[config.mk]
export PLATFORM = sky130hd
export DESIGN_NAME = ac_inverse_gen
export DESIGN_NICKNAME = d
export VERILOG_FILES = /design/src/rtl/ac_inverse_gen.sv
export SDC_FILE = /design/constraint.sdc
export NUM_CORES = 1
export LEC_CHECK = 0
export ABC_AREA = 1
export CORE_UTILIZATION = 50
export DETAILED_ROUTE_END_ITERATION = 8
export HOLD_SLACK_MARGIN = 0.15
export PLACE_DENSITY = 0.83
export SLEW_MARGIN = 20
export SYNTH_ARGS = -nofsm -noshare
export SYNTH_HDL_FRONTEND = slang
export SYNTH_SLANG_ARGS = --single-unit
[constraint.sdc]
create_clock -name clk -period 1.86 [get_ports clk]
set_input_delay 0.279 -clock clk [delete_from_list [all_inputs] [get_ports clk]]
set_output_delay 0.279 -clock clk [all_outputs]
set_load 0.01 [all_outputs]
[src/rtl/ac_inverse_gen.sv]
// rtl/ac_inverse_gen.sv - scaled inverse of atmospheric light (OMEGA_Q/Ac, Q0.16), one shared restoring divider
// Build option: define AC_INV_ROUND_EN for round-half-up instead of truncating division.
module ac_inverse_gen #(
  parameter logic [15:0] OMEGA_Q = 16'd61440
) (
  input  logic        clk,
  input  logic        rst_n,
  input  logic        in_valid,
  output logic        in_ready,
  input  logic [7:0]  Ac_R,
  input  logic [7:0]  Ac_G,
  input  logic [7:0]  Ac_B,
  output logic        out_valid,
  input  logic        out_ready,
  output logic [15:0] Ac_Inv_R,
  output logic [15:0] Ac_Inv_G,
  output logic [15:0] Ac_Inv_B
);

  localparam int ITER = 17;

  typedef enum logic [2:0] {IDLE, DIV_R, DIV_G, DIV_B, HOLD} state_t;

  state_t      state_q, state_d;
  logic [4:0]  iter_q, iter_d;
  logic [7:0]  rem_q, rem_d;
  logic [7:0]  div_q, div_d;
  logic [7:0]  ac_g_q, ac_g_d;
  logic [7:0]  ac_b_q, ac_b_d;
  logic [16:0] dq_q, dq_d;
  logic [15:0] inv_r_q, inv_r_d;
  logic [15:0] inv_g_q, inv_g_d;
  logic [15:0] inv_b_q, inv_b_d;
  logic        out_valid_q, out_valid_d;

  logic [8:0]  rem_shift;
  logic        fits;
  logic [16:0] quot;
  logic [15:0] result;
  logic        last;
  logic        dividing;
  logic        load;
  logic [7:0]  next_ac;
  logic [16:0] next_dividend;

  // dq_q shifts dividend bits out at the top while quotient bits enter at the bottom
  assign rem_shift = {rem_q, dq_q[16]};
  assign fits      = rem_shift >= {1'b0, div_q};
  assign quot      = {dq_q[15:0], fits};
  assign result    = (quot[16] || div_q == 8'd0) ? 16'hFFFF : quot[15:0];
  assign last      = iter_q == 5'(ITER - 1);
  assign dividing  = (state_q == DIV_R) || (state_q == DIV_G) || (state_q == DIV_B);

  assign load    = (state_q == IDLE && in_valid) ||
                   (last && (state_q == DIV_R || state_q == DIV_G));
  assign next_ac = (state_q == IDLE)  ? Ac_R :
                   (state_q == DIV_R) ? ac_g_q : ac_b_q;

`ifdef AC_INV_ROUND_EN
  assign next_dividend = {1'b0, OMEGA_Q} + {9'd0, next_ac >> 1};
`else
  assign next_dividend = {1'b0, OMEGA_Q};
`endif

  always_comb begin
    state_d     = state_q;
    iter_d      = iter_q;
    rem_d       = rem_q;
    div_d       = div_q;
    dq_d        = dq_q;
    ac_g_d      = ac_g_q;
    ac_b_d      = ac_b_q;
    inv_r_d     = inv_r_q;
    inv_g_d     = inv_g_q;
    inv_b_d     = inv_b_q;
    out_valid_d = out_valid_q;

    if (dividing) begin
      rem_d  = fits ? 8'(rem_shift - {1'b0, div_q}) : rem_shift[7:0];
      dq_d   = quot;
      iter_d = iter_q + 5'd1;
    end

    case (state_q)
      IDLE: begin
        if (in_valid) begin
          ac_g_d  = Ac_G;
          ac_b_d  = Ac_B;
          state_d = DIV_R;
        end
      end
      DIV_R: begin
        if (last) begin
          inv_r_d = result;
          state_d = DIV_G;
        end
      end
      DIV_G: begin
        if (last) begin
          inv_g_d = result;
          state_d = DIV_B;
        end
      end
      DIV_B: begin
        if (last) begin
          inv_b_d     = result;
          out_valid_d = 1'b1;
          state_d     = HOLD;
        end
      end
      HOLD: begin
        if (out_ready) begin
          out_valid_d = 1'b0;
          state_d     = IDLE;
        end
      end
      default: state_d = IDLE;
    endcase

    // Starting a channel overrides the iteration update from the previous channel
    if (load) begin
      rem_d  = 8'd0;
      dq_d   = next_dividend;
      div_d  = next_ac;
      iter_d = 5'd0;
    end
  end

  always_ff @(posedge clk or negedge rst_n) begin
    if (!rst_n) begin
      state_q     <= IDLE;
      iter_q      <= 5'd0;
      rem_q       <= 8'd0;
      div_q       <= 8'd0;
      dq_q        <= 17'd0;
      ac_g_q      <= 8'd0;
      ac_b_q      <= 8'd0;
      inv_r_q     <= 16'd0;
      inv_g_q     <= 16'd0;
      inv_b_q     <= 16'd0;
      out_valid_q <= 1'b0;
    end else begin
      state_q     <= state_d;
      iter_q      <= iter_d;
      rem_q       <= rem_d;
      div_q       <= div_d;
      dq_q        <= dq_d;
      ac_g_q      <= ac_g_d;
      ac_b_q      <= ac_b_d;
      inv_r_q     <= inv_r_d;
      inv_g_q     <= inv_g_d;
      inv_b_q     <= inv_b_d;
      out_valid_q <= out_valid_d;
    end
  end

  assign in_ready  = (state_q == IDLE) && rst_n;
  assign out_valid = out_valid_q;
  assign Ac_Inv_R  = inv_r_q;
  assign Ac_Inv_G  = inv_g_q;
  assign Ac_Inv_B  = inv_b_q;

endmodule

Word-level counts from Yosys, hierarchy flattened:

Cells that the tools add are included.

* add/sub/neg operators: 2
* $lt $le $gt $ge: 1
* eq/ne operators: 10
* multiplexer cells: 19
* reductions and logical operators: 17

Operators with widths (number)
* 8-bit two-way mux: 5
* 17-bit two-way mux: 2
* 16-bit two-way mux: 1
* 3-bit two-way mux: 5
* 3-bit case mux with 5 select lines: 1
* 5-bit two-way mux: 2
* 2-bit != test (second input constant): 5
* 9-bit by 8-bit greater-or-equal comparator with 1-bit output: 1
* 8-bit logical NOT: 1
* 2-bit AND reduction: 4
* 8-bit subtractor: 1
* 3-bit by 2-bit equality test with 1-bit output (second input constant): 2
* 5-bit by 1-bit adder with 5-bit output (second input constant): 1
* 5-bit equality test (second input constant): 1
* 5-bit AND reduction: 1
* 1-bit logical OR: 4
* 2-bit nonzero test: 2
* 3-bit by 1-bit equality test with 1-bit output (second input constant): 1
* 3-bit equality test (second input constant): 1
* 1-bit logical AND: 3
* 3-bit logical NOT: 1
* 3-bit AND reduction: 1
* 1-bit two-way mux: 2
* 1-bit case mux with 2 select lines: 1

* register bits after elaboration: 106
* bits of input ports: 28

Logic depth before layout (Yosys ltp):

Gate-level depths: netlist of the first run.

* word-level depth: 5
* depth in mapped cells: 12
* mapped depth without buffers: 12

Worst setup path before layout of the first run:

Ideal clock, no wire load.

* path kind: reg2reg
* from: register rem_q[2]
* to: register rem_q[7]
* library setup time: 0.116 ns
* arrival time: 1.563 ns
* required time: 1.744 ns
* setup slack: 0.181 ns
* cell stages (with the launch flop): 12
* buffers on the path: 0
* cells stage by stage: dfrtp_1 -> ha_1 -> nand2_1 -> inv_1 -> nand2_1 -> nand3_1 -> nand2_1 -> nand2_2 -> nand2_1 -> nand2_1 -> nand2_1 -> nand2_1

* longest elaborated chain between the ends: 4
* elaborated cells on any way between the ends: 5

Ends and longest elaborated chain
* from (decl): RTL line 26 `logic [7:0] rem_q, rem_d;`
* from (signal assigned): RTL line 145 `rem_q <= rem_d;`
* 8-bit subtractor or 9-bit by 8-bit greater-or-equal comparator with 1-bit output (tied branches): RTL line 79, 48
* 8-bit two-way mux (*): RTL line 79 `rem_d = fits ? 8'(rem_shift - {1'b0, div_q}) : rem_shift[7:0];`
* 8-bit two-way mux (*): RTL line 78 `if (dividing) begin`
* 8-bit two-way mux (*): RTL line 121 `if (load) begin`

Mark *: on every way between the ends. The rest lies on a longest branch, timed or not. The select of a mux whose other input is x is not followed.
A chain may end at the register's enable or synchronous reset.

Worst setup path after layout of the first run:

* from: register iter_q[1]
* to: register dq_q[10]

* longest elaborated chain between the ends: 4
* elaborated cells on any way between the ends: 5

Ends and longest elaborated chain
* from (decl): RTL line 25 `logic [4:0] iter_q, iter_d;`
* from (signal assigned): RTL line 144 `iter_q <= iter_d;`
* 5-bit equality test (*): RTL line 51 `assign last = iter_q == 5'(ITER - 1);`
* 1-bit logical AND (*): RTL line 55 `(last && (state_q == DIV_R || state_q == DIV_G));`
* 1-bit logical OR (*): RTL line 54 `assign load = (state_q == IDLE && in_valid) ||`
* 17-bit two-way mux or 2-bit nonzero test (tied branches)
* to (signal assigned): RTL line 147 `dq_q <= dq_d;`
* to (decl): RTL line 30 `logic [16:0] dq_q, dq_d;`

Mark *: on every way between the ends. The rest lies on a longest branch, timed or not.

==> impl_metrics.yaml, run 1 <==
floorplan:
  die-height_um: 99.8
  start_util_pct: 51.7
  io_pins: 78
  die-area_um2: 9950
  coreArea_um2: 9240
  fp.dieW_um: 99.8
  placementRows: 35
detailed_routing:
  avgViaCountPerCell: 5.41
  vias: 4185
  top_layer: "met4"
  wl_met3_um: 608
  ant_nets: 0
  drt_wl_total_mm: 11.6
  firstDrtPassIters: 5
  route.detailed.drc: 0
  met2_length_mm: 5.96
  wire_per_inst_um: 15.1
  routedLengthMet1_mm: 4.96
  drt_iter0_drc: 346
setup_path:
  required_ps: 2110
  crit_start: "iter_q[1]"
  worstSetupEndpointType: "flip-flop"
  rr_endpoint: "dq_q[10]"
  r2r_cells: 9
  r2r_start: "iter_q[1]"
  cp-start-kind: "flip-flop"
  worstSetupPathType: "flip-flop to flip-flop"
  arrival_ps: 2100
  rrSetupSlack_ps: 9
  timing.critical_path.fanout_max: 13
clock_network:
  cts_made_buffers: 9
  cts.sinks: 106
  clock_path_buffers: 2
  clk_latency_ps: 380
  clk_pin_slew_worst_paths_ps: 110
  clock-root-buffer: "clkbuf_8"
  cts_tree: "yes"
  htree_num_levels: 3
pwr:
  power.leakage_nw: 2.95
  power_density_nw_per_um2: 1360
  irDropWorstVdd_mv: 0.704
hold_path:
  hp-start: "Ac_B[6]"
  holdPathStages: 3
  hold_class: "primary input to flip-flop"
  hold_path_end: "ac_b_q[6]"
timing:
  fmax_mhz: 540
  drv_slew: 0
  rsz0062_at_grt: "true"
  fin_crit_ps: 1850
  hold_slack_ps: 422
  slew_headroom_pct: 61.6
  fin_worst_skew_ps: 13.3
  finalHoldViolations: 0
  period_share_pct: 99.5
  tns_ps: 0
  setup_violations: 0
  tightest_slew_ps: 575
final_layout:
  finalNetCount: 678
  n_antenna_cell: 0
  layout.cells.non_filler: 773
  final_design_area_no_fill_um2: 6240
  syn2layout_area_growth_pct: 30.5
  layout-drive-gt1-share_pct: 12.0
global_routing:
  antenna_found_initial: 0
  grt_usage_pct: 22.7
  grt_start_max_net_pins: 107
  grt_pass1_vias: 3784
  grt_pass1_wl_mm: 17.9
  globalRouteOverflowTotal: 0
placed_design:
  io_buffers: 77
  globalplace.congestion: 0.896
  placed_area_um2: 5760
  place_inst: 744
  hpwlAfterDp_mm: 7.57
synth:
  syn_area_um2: 4780
  yosys_warnings: 0
  ys_types: 30
  yosysSeqAreaShare_pct: 55.5
  synth.area.top_cells: "dfrtp_1, nand2_1, a31oi_1"
  synth_flop_cell: "dfrtp_1"
  synthArstFlopShare_pct: 100
  yosysTopAreaCell: "dfrtp_1"
  ys_ff_latch: 106
  synth_top_area_share_pct: 55.5
  synthCells: 547
  synth_edf_count: 0
  synth.net_count: 586
  avgSynthCellArea_um2: 8.74
run_status:
  status: "completed"
flow_run:
  cap_violations: 0
cell usage after synthesis, types with 3 or more instances:
cell      instances
nand2_1         142
o21ai_1           5
o22ai_1          13
clkbuf_1          8
a31oi_1          45
inv_1            49
dfrtp_1         106
o211ai_1          7
xor2_1            3
a22oi_1           4
a21oi_1           3
buf_2            14
nand4_1           4
nor2_1           65
nand3b_1          5
o21ai_0          12
inv_2             7
ha_1             10
nor3_1            4
nand3_1          28
where the power goes:
part           internal (mW)  switching (mW)
logic                   1.51            2.39
clock network          0.543           0.912
registers               2.79           0.323
total                   4.84            3.63
sequential cells by signal (all words and copies together), names as in the netlist:
register / flops
dq_q: 17
Ac_Inv_B: 16
Ac_Inv_G: 16
Ac_Inv_R: 16
ac_b_q: 8
ac_g_q: 8
div_q: 8
rem_q: 8
iter_q: 5
state_q: 3
out_valid: 1
layout by cell type, fill, tap and decap left out, drive strengths merged:
cell	Yosys	final
dlygate4sd2	0	1
a22oi	4	4
a21oi	3	3
clkinv	1	3
a31oi	45	45
o21ai	17	17
dfrtp	106	106
xnor2	2	2
clkinvlp	0	1
ha	10	10
and3	1	1
nor3	5	5
xor2	3	3
clkbuf	8	11
dlygate4sd3	0	1
clkdlybuf4s50	0	75
nand2	144	144
nand3b	5	5
buf	14	24
inv	56	60
nand3	29	29
o22ai	13	13
o211ai	7	7
nand4	4	4
nor2	69	69
fa	1	1
worst max-delay path: stages, from the launching register on:
cell and delay [ps]:
dfrtp_1 420, inv_1 130, ha_4 150, nand2_2 60, nor3_4 290, nand2_2 120
nand2_4 130, nor2_4 60, inv_2 230, o22ai_1 130
cells by family (layout without fill, tap and decap cells):
family,Yosys count,in the layout,share of synthesized area [%]
simple gates,257,257,22.6
flops,106,106,55.5
compound gates,89,89,11.4
buf+inv,79,176,6.57
fa+ha+maj,11,11,3.04
xor+xnor,5,5,0.916
metal layers:
layer,track usage [%],up-vias
li1,-,1987
met3,4.46,17
met1,30.4,2031
met4,5.66,0
met2,38.1,150
met5,0,-
how the worst max path moves through the flow:
stage	endpoint	slack, ps
after global routing	rem_q[7]	-60
after detailed placement	dq_q[4]	-20
after CTS	rem_q[7]	30
after floorplan	rem_q[7]	180
after global placement	dq_q[4]	60
final	dq_q[10]	9
area by class of cell:
class / instances / area, um2
Inverter: 57 / 216
Clock inverter: 7 / 80.1
Tap cell: 129 / 161
Timing Repair Buffer: 103 / 1060
Sequential cell: 106 / 2650
Clock buffer: 9 / 124
Multi-Input combinational cell: 362 / 1940
Fill cell: 715 / 3000
through the flow:
step	setup WS (ps)	total power, mW	utilization [%]
CTS	31.7	8.04	65.2
global placement	59.1	6.43	62.4
global route	-56.3	9.11	67.5
detailed placement	-21.1	6.51	62.4
finish	8.57	8.47	67.5
floorplan	181	5.61	-
timing repair:
action                     in CTS  in global routing
setup endpoints to repair      16                 26
pin swaps                       2                  6
gates cloned                    0                  2
buffers inserted                5                  5
resized for setup               2                 28
hold endpoints to repair      106                  0
hold buffers                    1                  0
(Power assumes the default switching activity.)
==> run 2, diff against run 1 <==
Settings changed: GPL_TIMING_DRIVEN set to 0.
==> run 2 against run 1 <==
Net effect: non-clock buffer count grew 14; sequential power barely moved; flip-flop and latch count unchanged; highest routed layer unchanged; power up 2.5%; largest power group unchanged; die area did not move.
==> impl_metrics.yaml, run 2 (same netlist as run 1, synthesis figures left out) <==
global_routing:
  grt_pass1_vias: 4146
  grt_pass1_wl_mm: 19.2
  grt_start_max_net_pins: 61
  grt_usage_pct: 24.6
  globalRouteOverflowTotal: 0
  antenna_found_initial: 0
final_layout:
  syn2layout_area_growth_pct: 32.2
  multi_input_area_um2: 1960
  layout.cells.non_filler: 787
  n_antenna_cell: 0
  final_common_cell: "nand2_1"
  largest_reg_flops: 17
  nFillCells: 706
  largest_register: "dq_q"
  ff_latch_area_um2: 2660
  mostFrequentLayoutCells: "nand2_1, dfrtp_1, clkdlybuf4s50_1, nor2_1, inv_1"
  layout-drive-gt1-share_pct: 13.7
  finalNetCount: 692
pwr:
  irDropWorstVdd_mv: 0.660
  power.leakage_nw: 3.02
  power_density_nw_per_um2: 1370
  finalPower_mw: 8.68
detailed_routing:
  drt_iter0_drc: 303
  ant_nets: 0
  avgViaCountPerCell: 5.48
  firstDrtPassIters: 5
  route.detailed.drc: 0
  wire_per_inst_um: 15.6
  vias: 4314
  drt_wl_total_mm: 12.3
clock_network:
  cts.sinks: 106
  clock-root-buffer: "clkbuf_8"
  clock_path_buffers: 2
  htree_num_levels: 3
  clk_pin_slew_worst_paths_ps: 110
  clk_latency_ps: 390
  cts_tree: "yes"
  cts_made_buffers: 9
timing:
  fin_crit_ps: 1790
  tightest_slew_ps: 516
  fin_worst_skew_ps: 15.7
  slew_headroom_pct: 65.6
  period_share_pct: 96.0
  hold_slack_ps: 415
  finalHoldViolations: 0
  tns_ps: 0
  rsz0062_at_grt: "true"
  setup_violations: 0
  fmax_mhz: 560
  drv_slew: 0
flow_run:
  cap_violations: 0
setup_path:
  worstSetupEndpointType: "flip-flop"
  arrival_ps: 2050
  cp-start-kind: "flip-flop"
  r2r_cells: 10
  worstSetupPathType: "flip-flop to flip-flop"
  timing.critical_path.fanout_max: 10
  required_ps: 2120
placed_design:
  place_inst: 754
  io_buffers: 77
  hpwlAfterDp_mm: 8.15
  globalplace.congestion: 0.870
run_status:
  status: "completed"
hold_path:
  hold_class: "primary input to flip-flop"
  holdPathStages: 3
floorplan:
  coreArea_um2: 9240
  io_pins: 78
  placementRows: 35
  start_util_pct: 51.7
  fp.dieW_um: 99.8
  die-height_um: 99.8
  die-area_um2: 9950
==> run 2: changes by cell type in the layout (fill, tap and decap cells not counted), sizes merged <==
cell | previous run | this run
buf | 24 | 31
clkbuf | 11 | 19
clkinv | 3 | 4
clkinvlp | 1 | 0
dlygate4sd2 | 1 | 0
==> run 2: where the power goes <==
part / leakage [nW] / switching (mW) / total [mW] / internal, mW
clock network: 0.106 / 0.953 / 1.51 / 0.554
logic: 1.51 / 2.50 / 4.07 / 1.57
registers: 1.40 / 0.305 / 3.10 / 2.79
total: 3.02 / 3.76 / 8.68 / 4.92
==> run 2: path summary, 6_finish.rpt <==
path,startpoint,end,slack (ps)
setup / recovery,iter_q[0],dq_q[11],70
hold / removal,Ac_B[6],ac_b_q[6],410
setup reg to reg,iter_q[0],dq_q[11],70
hold reg to reg,ac_g_q[7],ac_g_q[7],490
max in group asynchronous,rst_n,iter_q[0],1110
min in group asynchronous,rst_n,rem_q[5],460
==> run 2: routing by layer <==
layer	global-route usage [%]	share of wire, %
met3	2.92	6.0
met4	10.1	1.8
met1	32.0	41
met2	42.1	51
met5	0	0
==> run 2: cell type report <==
type	instances	share of cell area, %
Buffer	21	2.46
Timing Repair Buffer	96	15.1
Clock buffer	9	1.96
Sequential cell	106	42.0
Multi-Input combinational cell	362	31.1
Clock inverter	7	1.45
Inverter	57	3.43
Tap cell	129	2.55
==> run 2: worst max-delay path: stages, from the launching register on <==
cell	delay (ps)
dfrtp_2	440
inv_2	70
ha_4	130
nand2_2	60
nor3_4	270
nand2_2	120
nand2_4	120
nor2_4	60
inv_2	120
buf_6	170
o22ai_1	90
==> run 2: timing repair <==
| item | CTS | global route |
|---|---|---|
| cloned | 0 | 1 |
| endpoints found under the setup margin | 66 | 86 |
| buffers inserted | 7 | 8 |
| hold buffers | 2 | 0 |
| resized for setup | 23 | 44 |
| pin swaps | 3 | 6 |
| endpoints found under the hold margin | 46 | 0 |
==> run 2: metrics by stage <==
| stage | setup WS, ps | utilization, % | area, um2 |
|---|---|---|---|
| after global placement | -3460 | 61.8 | 5710 |
| after CTS | 2.91 | 66.1 | 6100 |
| after global routing | -77.6 | 68.4 | 6320 |
| after floorplan | 181 | - | 4780 |
| final | 74.3 | 68.4 | 6320 |
| after detailed placement | -222 | 62.1 | 5740 |
==> run 3, diff against run 2 <==
Settings changed: CTS_CLUSTER_SIZE set to 16.
==> results of run 3 <==
No change in the layout: final DEF, timing and power equal those of run 2.
